<file path="src/rtl/draw_pkg.sv">
// Shared types and screen defaults for the shape renderer control path.
package draw_pkg;

  localparam int SCREEN_W_DEF = 160;
  localparam int SCREEN_H_DEF = 120;

  typedef enum logic [2:0] {IDLE, CLEAR, LAUNCH, DRAW, DONE} state_t;

  typedef struct packed {
    logic [2:0] colour;
    logic [7:0] cx;
    logic [6:0] cy;
    logic [7:0] diam;
  } shape_params_t;

endpackage

</file>
<file path="src/rtl/draw_sequencer_fill_scan.sv">
// Column-major raster counter: y sweeps fastest, x advances when y wraps.
module fill_scan
  import draw_pkg::*;
#(
  parameter int SCREEN_W = SCREEN_W_DEF,
  parameter int SCREEN_H = SCREEN_H_DEF,
  localparam int XW = $clog2(SCREEN_W),
  localparam int YW = $clog2(SCREEN_H)
) (
  input  logic          clk,
  input  logic          rst,
  input  logic          en,
  input  logic          first,
  output logic          last,
  output logic [XW-1:0] x,
  output logic [YW-1:0] y
);

  localparam logic [XW-1:0] XMAX = XW'(SCREEN_W - 1);
  localparam logic [YW-1:0] YMAX = YW'(SCREEN_H - 1);

  assign last = (x == XMAX) && (y == YMAX);

  // first parks the scan at the origin so every fill starts from (0,0)
  always_ff @(posedge clk) begin
    if (rst || first) begin
      x <= '0;
      y <= '0;
    end else if (en) begin
      if (y == YMAX) begin
        y <= '0;
        x <= last ? '0 : x + 1'b1;
      end else begin
        y <= y + 1'b1;
      end
    end
  end

endmodule

</file>
<file path="src/rtl/draw_sequencer.sv">
// Sequences clear-then-draw for the reuleaux drawer and muxes both pixel
// streams onto the single VGA plot port, clipping off-screen drawer pixels.
module draw_sequencer
  import draw_pkg::*;
#(
  parameter int         SCREEN_W    = SCREEN_W_DEF,
  parameter int         SCREEN_H    = SCREEN_H_DEF,
  parameter logic [2:0] BG_COLOUR   = 3'b000,
  parameter bit         AUTO_REDRAW = 1'b1
) (
  input  logic       clk,
  input  logic       rst,
  input  logic       go,
  input  logic [2:0] colour,
  input  logic [7:0] centre_x,
  input  logic [6:0] centre_y,
  input  logic [7:0] diameter,
  output logic       shape_start,
  output logic [2:0] shape_colour,
  output logic [7:0] shape_cx,
  output logic [6:0] shape_cy,
  output logic [7:0] shape_diam,
  input  logic       shape_done,
  input  logic [7:0] shape_x,
  input  logic [6:0] shape_y,
  input  logic [2:0] shape_pcol,
  input  logic       shape_plot,
  output logic [7:0] vga_x,
  output logic [6:0] vga_y,
  output logic [2:0] vga_colour,
  output logic       vga_plot,
  output logic       busy,
  output logic       done
);

  localparam int XW = $clog2(SCREEN_W);
  localparam int YW = $clog2(SCREEN_H);
  localparam logic [8:0] X_LIM = 9'(SCREEN_W);
  localparam logic [7:0] Y_LIM = 8'(SCREEN_H);

  state_t        state;
  shape_params_t params_q;
  shape_params_t req;
  logic          params_changed;
  logic          on_screen;
  logic          scan_last;
  logic [XW-1:0] scan_x;
  logic [YW-1:0] scan_y;

  assign req            = {colour, centre_x, centre_y, diameter};
  assign params_changed = (req != params_q);
  assign on_screen      = ({1'b0, shape_x} < X_LIM) && ({1'b0, shape_y} < Y_LIM);

  assign shape_colour = params_q.colour;
  assign shape_cx     = params_q.cx;
  assign shape_cy     = params_q.cy;
  assign shape_diam   = params_q.diam;

  fill_scan #(
    .SCREEN_W(SCREEN_W),
    .SCREEN_H(SCREEN_H)
  ) u_scan (
    .clk  (clk),
    .rst  (rst),
    .en   (state == CLEAR),
    .first(state != CLEAR),
    .last (scan_last),
    .x    (scan_x),
    .y    (scan_y)
  );

  always_ff @(posedge clk) begin
    if (rst) begin
      state       <= IDLE;
      params_q    <= '0;
      shape_start <= 1'b0;
      vga_x       <= '0;
      vga_y       <= '0;
      vga_colour  <= '0;
      vga_plot    <= 1'b0;
      busy        <= 1'b0;
      done        <= 1'b0;
    end else begin
      case (state)
        IDLE: begin
          vga_plot <= 1'b0;
          if (go) begin
            params_q <= req;
            state    <= CLEAR;
            busy     <= 1'b1;
          end
        end
        CLEAR: begin
          vga_x      <= 8'(scan_x);
          vga_y      <= 7'(scan_y);
          vga_colour <= BG_COLOUR;
          vga_plot   <= 1'b1;
          if (scan_last) state <= LAUNCH;
        end
        LAUNCH: begin
          vga_plot    <= 1'b0;
          shape_start <= 1'b1;
          state       <= DRAW;
        end
        // drawer pixels pass through one register; the done-cycle pixel still lands
        DRAW: begin
          vga_x      <= shape_x;
          vga_y      <= shape_y;
          vga_colour <= shape_pcol;
          vga_plot   <= shape_plot && on_screen;
          if (shape_done) begin
            shape_start <= 1'b0;
            state       <= DONE;
            busy        <= 1'b0;
            done        <= 1'b1;
          end
        end
        DONE: begin
          vga_plot <= 1'b0;
          if (AUTO_REDRAW && params_changed) begin
            params_q <= req;
            state    <= CLEAR;
            busy     <= 1'b1;
            done     <= 1'b0;
          end else if (!go) begin
            state <= IDLE;
            done  <= 1'b0;
          end
        end
        default: state <= IDLE;
      endcase
    end
  end

endmodule

</file>
<file path="config.mk">
export PLATFORM = sky130hd
export DESIGN_NAME = draw_sequencer
export DESIGN_NICKNAME = d
export VERILOG_FILES = /design/src/rtl/draw_pkg.sv /design/src/rtl/draw_sequencer_fill_scan.sv /design/src/rtl/draw_sequencer.sv
export SDC_FILE = /design/constraint.sdc
export NUM_CORES = 1
export LEC_CHECK = 0
export CORE_MARGIN = 2
export CORE_UTILIZATION = 52
export CTS_BUF_LIST = sky130_fd_sc_hd__clkbuf_4
export DETAILED_ROUTE_END_ITERATION = 10
export GPL_TIMING_DRIVEN = 1
export MAX_ROUTING_LAYER = met4
export PLACE_DENSITY = 0.88
export SYNTH_ARGS = -nofsm -noshare
export SYNTH_HDL_FRONTEND = slang
export SYNTH_SLANG_ARGS = --single-unit
</file>
<file path="constraint.sdc">
create_clock -name clk -period 6.8 [get_ports clk]
set_clock_uncertainty 0.2 [all_clocks]
set_input_delay 1.7 -clock clk [delete_from_list [all_inputs] [get_ports clk]]
set_output_delay 1.7 -clock clk [all_outputs]
set_load 0.005 [all_outputs]
</file>
==> results.yml, run 1 <==
status:
  status: "finished, final reports clean"
timing:
  hold_slack_ns: 0.256
  setup_viol: 0
  slew_headroom_pct: 35.7
  clock.fmax_ghz: 0.269
  fin_crit_ns: 3.72
  worst_slew_pin_slew_ns: 0.961
  rsz0062_at_grt: "no"
  tns_ns: 0
  hold_violations: 0
  fin_crit_sh_pct: 54.6
  final.setup.worst_slack_ns: 3.08
  drv_slew: 0
worst_setup_path:
  worst-path-stages: 8
  crit_path_end_kind: "flop"
  cpMaxStageDelayCell: "clkdlybuf4s50_1"
  start_kind: "primary input"
  path_buf_inv: 2
  critPathKind: "in2reg"
  cp.arrival_ns: 3.83
  crit_family: "simple AND/OR/NAND/NOR gates"
  cp_cell_sequence: "clkdlybuf4s50_1 > xor2_1 > nor4_1 > nand3_1 > nor4_2 > a2111oi_2 > buf_4 > o21a_1"
  crit_fanout: 16
  max_stage_delay_ns: 0.45
  r2r_cells: 7
  cp.required_ns: 6.91
pwr:
  leakage_nw: 1.50
  pwr_density_cell_mw_per_mm2: 182
  combPwrFrac_pct: 17.7
  worst_ir_drop_vdd_mv: 0.125
  seq_power_share_pct: 55.1
  p_int_w: 0.000555
  p_clk_share_pct: 27.1
  p_sw_share_pct: 26.8
  power.switching_w: 0.000203
drt:
  ant_nets: 0
  vias_per_cell: 5.31
  firstDrtPassIters: 4
  vias: 2761
  wl_um: 7800
  wl_per_cell_um: 15.0
  drc: 0
  drt_iter0_markers: 198
synth:
  ys.flop_type: "dfxtp_1"
  synth.avg_cell_area_um2: 8.78
  synth_area_mm2: 0.00307
  netlist_instances: 350
  syn_nets: 401
  synth_edf_count: 0
  synth-seq-area-share_pct: 43.0
  ys_types: 35
  async_reset_ff_share_pct: 0
  synth_warnings: 0
  ys_seq_elements: 66
cts:
  cts.path.max_buffers: 2
  cts_max_level: 3
  cts_tree: "built"
  clock-sinks: 66
  root_buffer: "clkbuf_4"
  cts-buffers-inserted: 9
  clkTransAtPathRegs_ns: 0.10
  post-cts-setup-buffers: 0
  hold_buffers: 0
  cts_resized: 0
  clk-insertion-delay-late_ns: 0.41
place:
  gp_congestion: 0.889
  numPortBuffers: 96
  dp_hpwl_um: 5810
  pre_cts_slack_ns: 2.66
final_layout:
  multi_input_area_mm2: 0.00164
  drive_above_1_share_pct: 5.17
  syn_to_final_growth_pct: 35.5
  layout_common_cells: "clkdlybuf4s50_1, nand2_1, dfxtp_1"
  seqCellArea_mm2: 0.00132
  nFillCells: 452
  final_nets: 492
  n_antenna_cell: 0
  layout_commonest_cell: "clkdlybuf4s50_1"
floorplanning:
  die-area_mm2: 0.00654
  rows: 28
  start_util_pct: 52.9
  num_io_pins: 97
  fp.dieH_um: 80.9
  core_area_mm2: 0.00582
  die_w_um: 80.9
job:
  cap_violations: 0
worst_hold_path:
  min_path_cells: 2
  hp-class: "reg2reg"
global_routing:
  antenna_found_initial: 0
  grt_pass1_vias: 2733
  grt_max_degree: 56
  grt_pass1_wl_um: 12800
  grt_usage_pct: 26.3
  grt_overflow: 0
-- worst min-delay path: cells and delay by family, from the launching register on --
family / cells / cell delay [ns]
flops: 1 / 0.32
simple gates: 1 / 0.05
compound gates: 1 / 0.05
-- final timing paths --
| kind | from | to | slack [ns] |
|---|---|---|---|
| worst min-delay path | vga_colour[1] | vga_colour[1] | 0.26 |
| worst max-delay path | centre_x[6] | busy | 3.08 |
| worst min register to register | vga_colour[1] | vga_colour[1] | 0.26 |
| worst max register to register | u_scan.y[0] | u_scan.x[7] | 4.23 |
-- per-layer routing --
layer | routed length [µm] | global-route usage (%) | part of all wire (%) | up-vias
met5 | 0 | - | 0 | -
met3 | 395 | 6.00 | 5.1 | 13
met1 | 3290 | 31.8 | 42 | 1289
met4 | 132 | 10.7 | 1.7 | 0
li1 | - | - | - | 1385
met2 | 3980 | 42.4 | 51 | 74
-- sequential cells by signal (all words and copies together) (netlist names), 3 cells and up --
signal        count
vga_x             8
vga_y             7
shape_cy          7
shape_cx          8
u_scan.y          7
state             3
shape_diam        8
u_scan.x          8
shape_colour      3
vga_colour        3
-- cell type report --
cell class                 instances  share of cell area (%)
clock buffer                      10                    1.80
timing repair buffer             101                    24.0
tap                               75                    2.25
sequential                        66                    31.7
clock inverter                     5                   0.541
inverter                           4                   0.360
multi-input combinational        259                    39.4
-- per-stage QoR --
stage          util (%)  cell area, µm²  std cells  total power (W)
2_1_floorplan         -            3070        350         0.000483
3_5_place_dp       70.0            4070        505         0.000561
6_report           71.6            4170        520         0.000758
5_1_grt            71.6            4170        520         0.000797
3_3_place_gp       70.0            4070        505         0.000557
4_1_cts            71.6            4170        520         0.000761
-- logic make-up after synthesis --
family	count (synthesis)	share of synthesized area, %
compound gates	41	8.63
xor+xnor	34	9.69
fa+ha+maj	2	0.814
buf+inv	25	3.91
flops	66	43.0
mux	42	13.7
simple gates	140	20.3
-- synthesized netlist by cell type, types with 7 or more instances --
library cell	n	share of area, %
dfxtp_1	66	43
nand2_1	66	8.1
mux2i_1	42	14
nor2_1	35	4.3
xor2_1	23	6.6
a211oi_1	15	3.7
clkbuf_1	13	1.6
nand4_1	12	2.4
xnor2_1	11	3.1
a21oi_1	10	1.6
nand3_1	7	1.1
-- power groups by stage --
| stage | Clock, W | Combinational [W] | Sequential, W |
|---|---|---|---|
| floorplan | 0 | 0.0000572 | 0.000426 |
| global placement | 0 | 0.000131 | 0.000426 |
| detailed placement | 0 | 0.000134 | 0.000427 |
| CTS | 0.000207 | 0.000135 | 0.000418 |
| global route | 0.000230 | 0.000146 | 0.000420 |
| finish | 0.000206 | 0.000134 | 0.000418 |
Note: power is estimated with default switching activity, not from simulation.
==> run 2: changes to the inputs <==
- CORE_UTILIZATION: 52 -> 48
- PLACE_DENSITY: 0.88 -> 0.82
- clock period: 6.8 -> 3.6 ns (I/O delays scaled with it)
==> run 2 against run 1 <==
  * Setup slack lost 2.4 ns
  * Global-route usage shrank 3.1 points
  * Count of clock-buffer cells in the layout is the same
  * Clock power grew 130%
  * Combinational power grew 90%
  * Cell area grew 1.2%
  * Sequential share of layout area shrank 0.38 points
  * Via count shrank 0.43%
  * Final cell count grew 0.58%
  * Worst hold slack lost 0.00090 ns
  * Highest routed layer unchanged
  * Flip-flop and latch count is the same
==> results.yml, run 2 (synthesis results as in run 1) <==
status:
  status: "finished, final reports clean"
global_routing:
  grt_pass1_wl_um: 12700
  grt_usage_pct: 23.2
  grt_pass1_vias: 2587
  grt_max_degree: 36
  grt_overflow: 0
  antenna_found_initial: 0
place:
  gp_congestion: 0.825
  numPortBuffers: 96
  dp_cells: 507
  dp_hpwl_um: 5640
  pre_cts_slack_ns: 0.228
timing:
  final.setup.worst_slack_ns: 0.651
  drv_slew: 0
  worst_slew_pin_slew_ns: 0.844
  clock.fmax_ghz: 0.339
  rsz0062_at_grt: "no"
  tns_ns: 0
  fin_crit_sh_pct: 81.9
  hold_violations: 0
  setup_viol: 0
  fin_crit_ns: 2.95
  slew_headroom_pct: 43.6
drt:
  drc: 0
  vias_per_cell: 5.26
  drt_iter0_markers: 140
  vias: 2749
  wl_per_cell_um: 14.4
  wl_um: 7550
  ant_nets: 0
  firstDrtPassIters: 4
cts:
  hold_buffers: 0
  cts_tree: "built"
  cts_resized: 0
  clock-sinks: 66
  cts-buffers-inserted: 9
  cts.path.max_buffers: 2
  cts_max_level: 3
  root_buffer: "clkbuf_4"
  clkTransAtPathRegs_ns: 0.10
  post-cts-setup-buffers: 0
  clk-insertion-delay-late_ns: 0.41
worst_setup_path:
  reg2reg_slack_ns: 1.12
  cp.required_ns: 3.67
  critPathKind: "in2reg"
  cp.arrival_ns: 3.02
  crit_fanout: 26
  start_kind: "primary input"
  crit_path_end_kind: "flop"
final_layout:
  syn_to_final_growth_pct: 37.2
  layout_commonest_cell: "clkdlybuf4s50_1"
  drive_above_1_share_pct: 5.38
  finalNonFillerCells: 523
  n_antenna_cell: 0
  final_nets: 492
  layout_common_cells: "clkdlybuf4s50_1, nand2_1, dfxtp_1"
pwr:
  pwr_density_cell_mw_per_mm2: 361
  leakage_nw: 1.51
  worst_ir_drop_vdd_mv: 0.233
floorplanning:
  rows: 29
  core_area_mm2: 0.00628
  die-area_mm2: 0.00706
  start_util_pct: 49.0
  die_w_um: 84.0
  num_io_pins: 97
  fp.dieH_um: 84.0
worst_hold_path:
  hp-class: "reg2reg"
job:
  cap_violations: 0
-- run 2: final timing paths --
path,cells after the start,endpoint,startpoint
max,8,shape_cx[6],centre_x[0]
min,2,vga_colour[2],vga_colour[2]
max reg2reg,7,u_scan.x[6],u_scan.y[0]
min reg2reg,2,vga_colour[2],vga_colour[2]
-- run 2: metal layers --
layer | vias to the layer above | share of wire, % | track usage, %
met5 | - | 0 | -
met4 | 0 | 1.5 | 7.62
li1 | 1389 | - | -
met3 | 10 | 4.2 | 5.04
met1 | 1288 | 44 | 28.8
met2 | 62 | 50 | 37.4
-- run 2: worst max-delay path, stage by stage --
cell             delay [ns]
clkdlybuf4s50_1        0.43
xor2_1                 0.15
nor4_1                 0.33
nand3_1                0.17
nor4_2                 0.41
a2111oi_2              0.14
buf_4                  0.32
mux2i_1                0.17
-- run 2: cell type report --
class                   instances  area, µm²
clock buffers                  10       75.1
inverters                       4       15.0
multi-input cells             259       1640
fillers                       509       2060
flip-flops and latches         66       1320
well taps                      77       96.3
repair buffers                101       1010
clock inverters                 6       57.6
-- run 2: through the flow --
stage	total power, W	utilization, %	hold slack [ns]	cell area [µm²]
4_1_cts	0.00153	67.2	0.259	4220
6_report	0.00152	67.2	0.255	4220
3_3_place_gp	0.00105	65.1	0.240	4080
5_1_grt	0.00160	67.2	0.276	4220
3_5_place_dp	0.00106	65.1	0.244	4080
2_1_floorplan	0.000913	-	0.241	3070
-- run 2: power by group --
| group | switching, W | internal, W | leakage (nW) | total [W] |
|---|---|---|---|---|
| sequential | 0.0000262 | 0.000763 | 0.540 | 0.000789 |
| combinational | 0.000105 | 0.000149 | 0.907 | 0.000254 |
| clock | 0.000263 | 0.000214 | 0.0675 | 0.000477 |
==> variant, RTL diff (flow settings as in run 2) <==
Set the parameter `AUTO_REDRAW` to 1'b0 (it was 1'b1).
--- a/src/rtl/draw_sequencer.sv
+++ b/src/rtl/draw_sequencer.sv
@@ -8,3 +8,3 @@
   parameter logic [2:0] BG_COLOUR   = 3'b000,
-  parameter bit         AUTO_REDRAW = 1'b1
+  parameter bit         AUTO_REDRAW = 1'b0
 ) (
Behaviour: no difference found for any inputs over 10 cycles, from zero or initial values and one cycle with rst high; that may be too few to reach the edited logic, so the function may still have changed.
==> variant against run 2 <==
- wire length fell by 9.4%
- die area fell by 11%
- register-to-register slack improved by 170 ps
- setup slack improved by 550 ps
- design area fell by 9.6%
- power fell by 7.2%
- sequential cell count did not move
- critical path depth fell by 7
- area after synthesis fell by 12%
- largest cell class is now sequential cells
==> variant: results (changes against run 2) <==
[worst_setup_path]
worstPathArrival_ps = 1300  ; -1720 ps
regToRegSetupSlack_ps = 1290  ; +170 ps
reg2reg_depth = 4  ; -3
path_delay_family = buffers and inverters
rr_startpoint = state[1]
critPathMaxStageDelay_ps = 520  ; +90 ps
path_max_fanout = 3  ; -88%

[yosys]
synth_fa_ha_area_share_pct = 0.9251  ; +0.11 points
ys_warn_count = 0  ; unchanged
yosys.area_share.xor_xnor_pct = 3.238  ; -6.4 points
synth_seq_area_share_pct = 48.84  ; +5.9 points
synth_area_leaders = dfxtp_1, nand2_1, a21oi_1, mux2i_1, a211oi_1
muxShareOfSynthArea_pct = 5.550  ; -8.1 points
synthTopCellsByCount = dfxtp_1, nand2_1, a21oi_1
syn-num-nets = 372  ; -7.2%
synthDistinctLibCells = 32  ; -8.6%
synth_compound_area_share_pct = 13.55  ; +4.9 points

[grt]
grt_pass1_vias = 2414  ; -6.7%
grt_usage_pct = 23.15  ; about the same
grt_max_degree = 53  ; +47%
grt_pass1_wl_microns = 10980  ; -13%

[layout]
fill_cells = 458  ; -10%
nNetsFinal = 463  ; -5.9%
layout-drive-gt1-share_pct = 5.516  ; +0.13 points

[clocking]
clkTransAtPathRegs_ps = 110

[detailed_routing]
wirelength_microns = 6835  ; -9.4%
viasPerCell = 5.252  ; about the same
first_pass_iters = 4  ; unchanged
drt_iter0_drc = 130  ; -7.1%

[worst_hold_path]
min_to = shape_cx[3]
hp-start = shape_cx[3]

[placed_design]
hpwl_microns = 4921  ; -13%
place_congestion = 0.9543  ; +16%
placed_area_sq_um = 3707  ; -9.2%

[outcome]
outcome = finished, final reports clean

[sta]
tightest_slew_ps = 726.9  ; -117.4 ps
whs_ps = 258.6  ; +3.331 ps

[pwr]
power_leakage_uw = 0.001319  ; -13%
peakVddDrop_mv = 0.2860  ; +23%

variant: cell count changes after synthesis, moves of 4 or more:
cell     delta
o21ai_1     -4
a21oi_1    +29
xor2_1     -18
xnor2_1     -6
nand4_1     -4
mux2i_1    -27
variant: logic make-up (layout without fill, tap and decap cells):
kind of cell / Yosys count / in the layout
and+or+nand+nor: 142 / 142
DFF: 66 / 66
AOI/OAI and AO/OA: 64 / 64
buffers and inverters: 22 / 118
muxes: 15 / 15
xor gates and xnor gates: 10 / 10
adders and majority gates: 2 / 2
variant: per-layer routing:
layer | GRT usage (%) | up-vias | part of all wire (%) | wire [microns]
met5 | - | - | 0 | 0
li1 | - | 1299 | - | -
met4 | 11.72 | 0 | 2.8 | 191
met3 | 5.682 | 17 | 5.4 | 367
met2 | 34.83 | 74 | 47 | 3244
met1 | 29.08 | 1178 | 44 | 3032
variant: how the worst max path moves through the flow:
| stage | start | endpoint |
|---|---|---|
| after floorplan | u_scan.y[0] | u_scan.x[6] |
| after global placement | go | busy |
| after detailed placement | go | busy |
| after CTS | done | done |
| after global routing | go | busy |
| final | done | done |
variant: area by class of cell:
class	count	area [sq um]	share of cell area, %
clock buffer	11	82.58	2.167
clock inverter	5	21.27	0.5581
inverter	1	3.754	0.09849
multi-input combinational	233	1299	34.08
sequential	66	1321	34.67
tap	72	90.09	2.364
timing repair buffer	101	993.5	26.07
variant: power breakdown:
| part | switching (uW) | internal (uW) | total [uW] |
|---|---|---|---|
| clock network | 246 | 149 | 395 |
| registers | 21.2 | 766 | 788 |
| logic | 93.9 | 134 | 228 |
variant: per-stage QoR:
stage	utilization, %	worst slack (ps)	instances
after detailed placement	67.74	839.4	473
after global routing	69.64	1102	489
final	69.64	1198	489
after floorplan	-	1577	321
after CTS	69.64	1178	489
after global placement	67.74	924.2	473
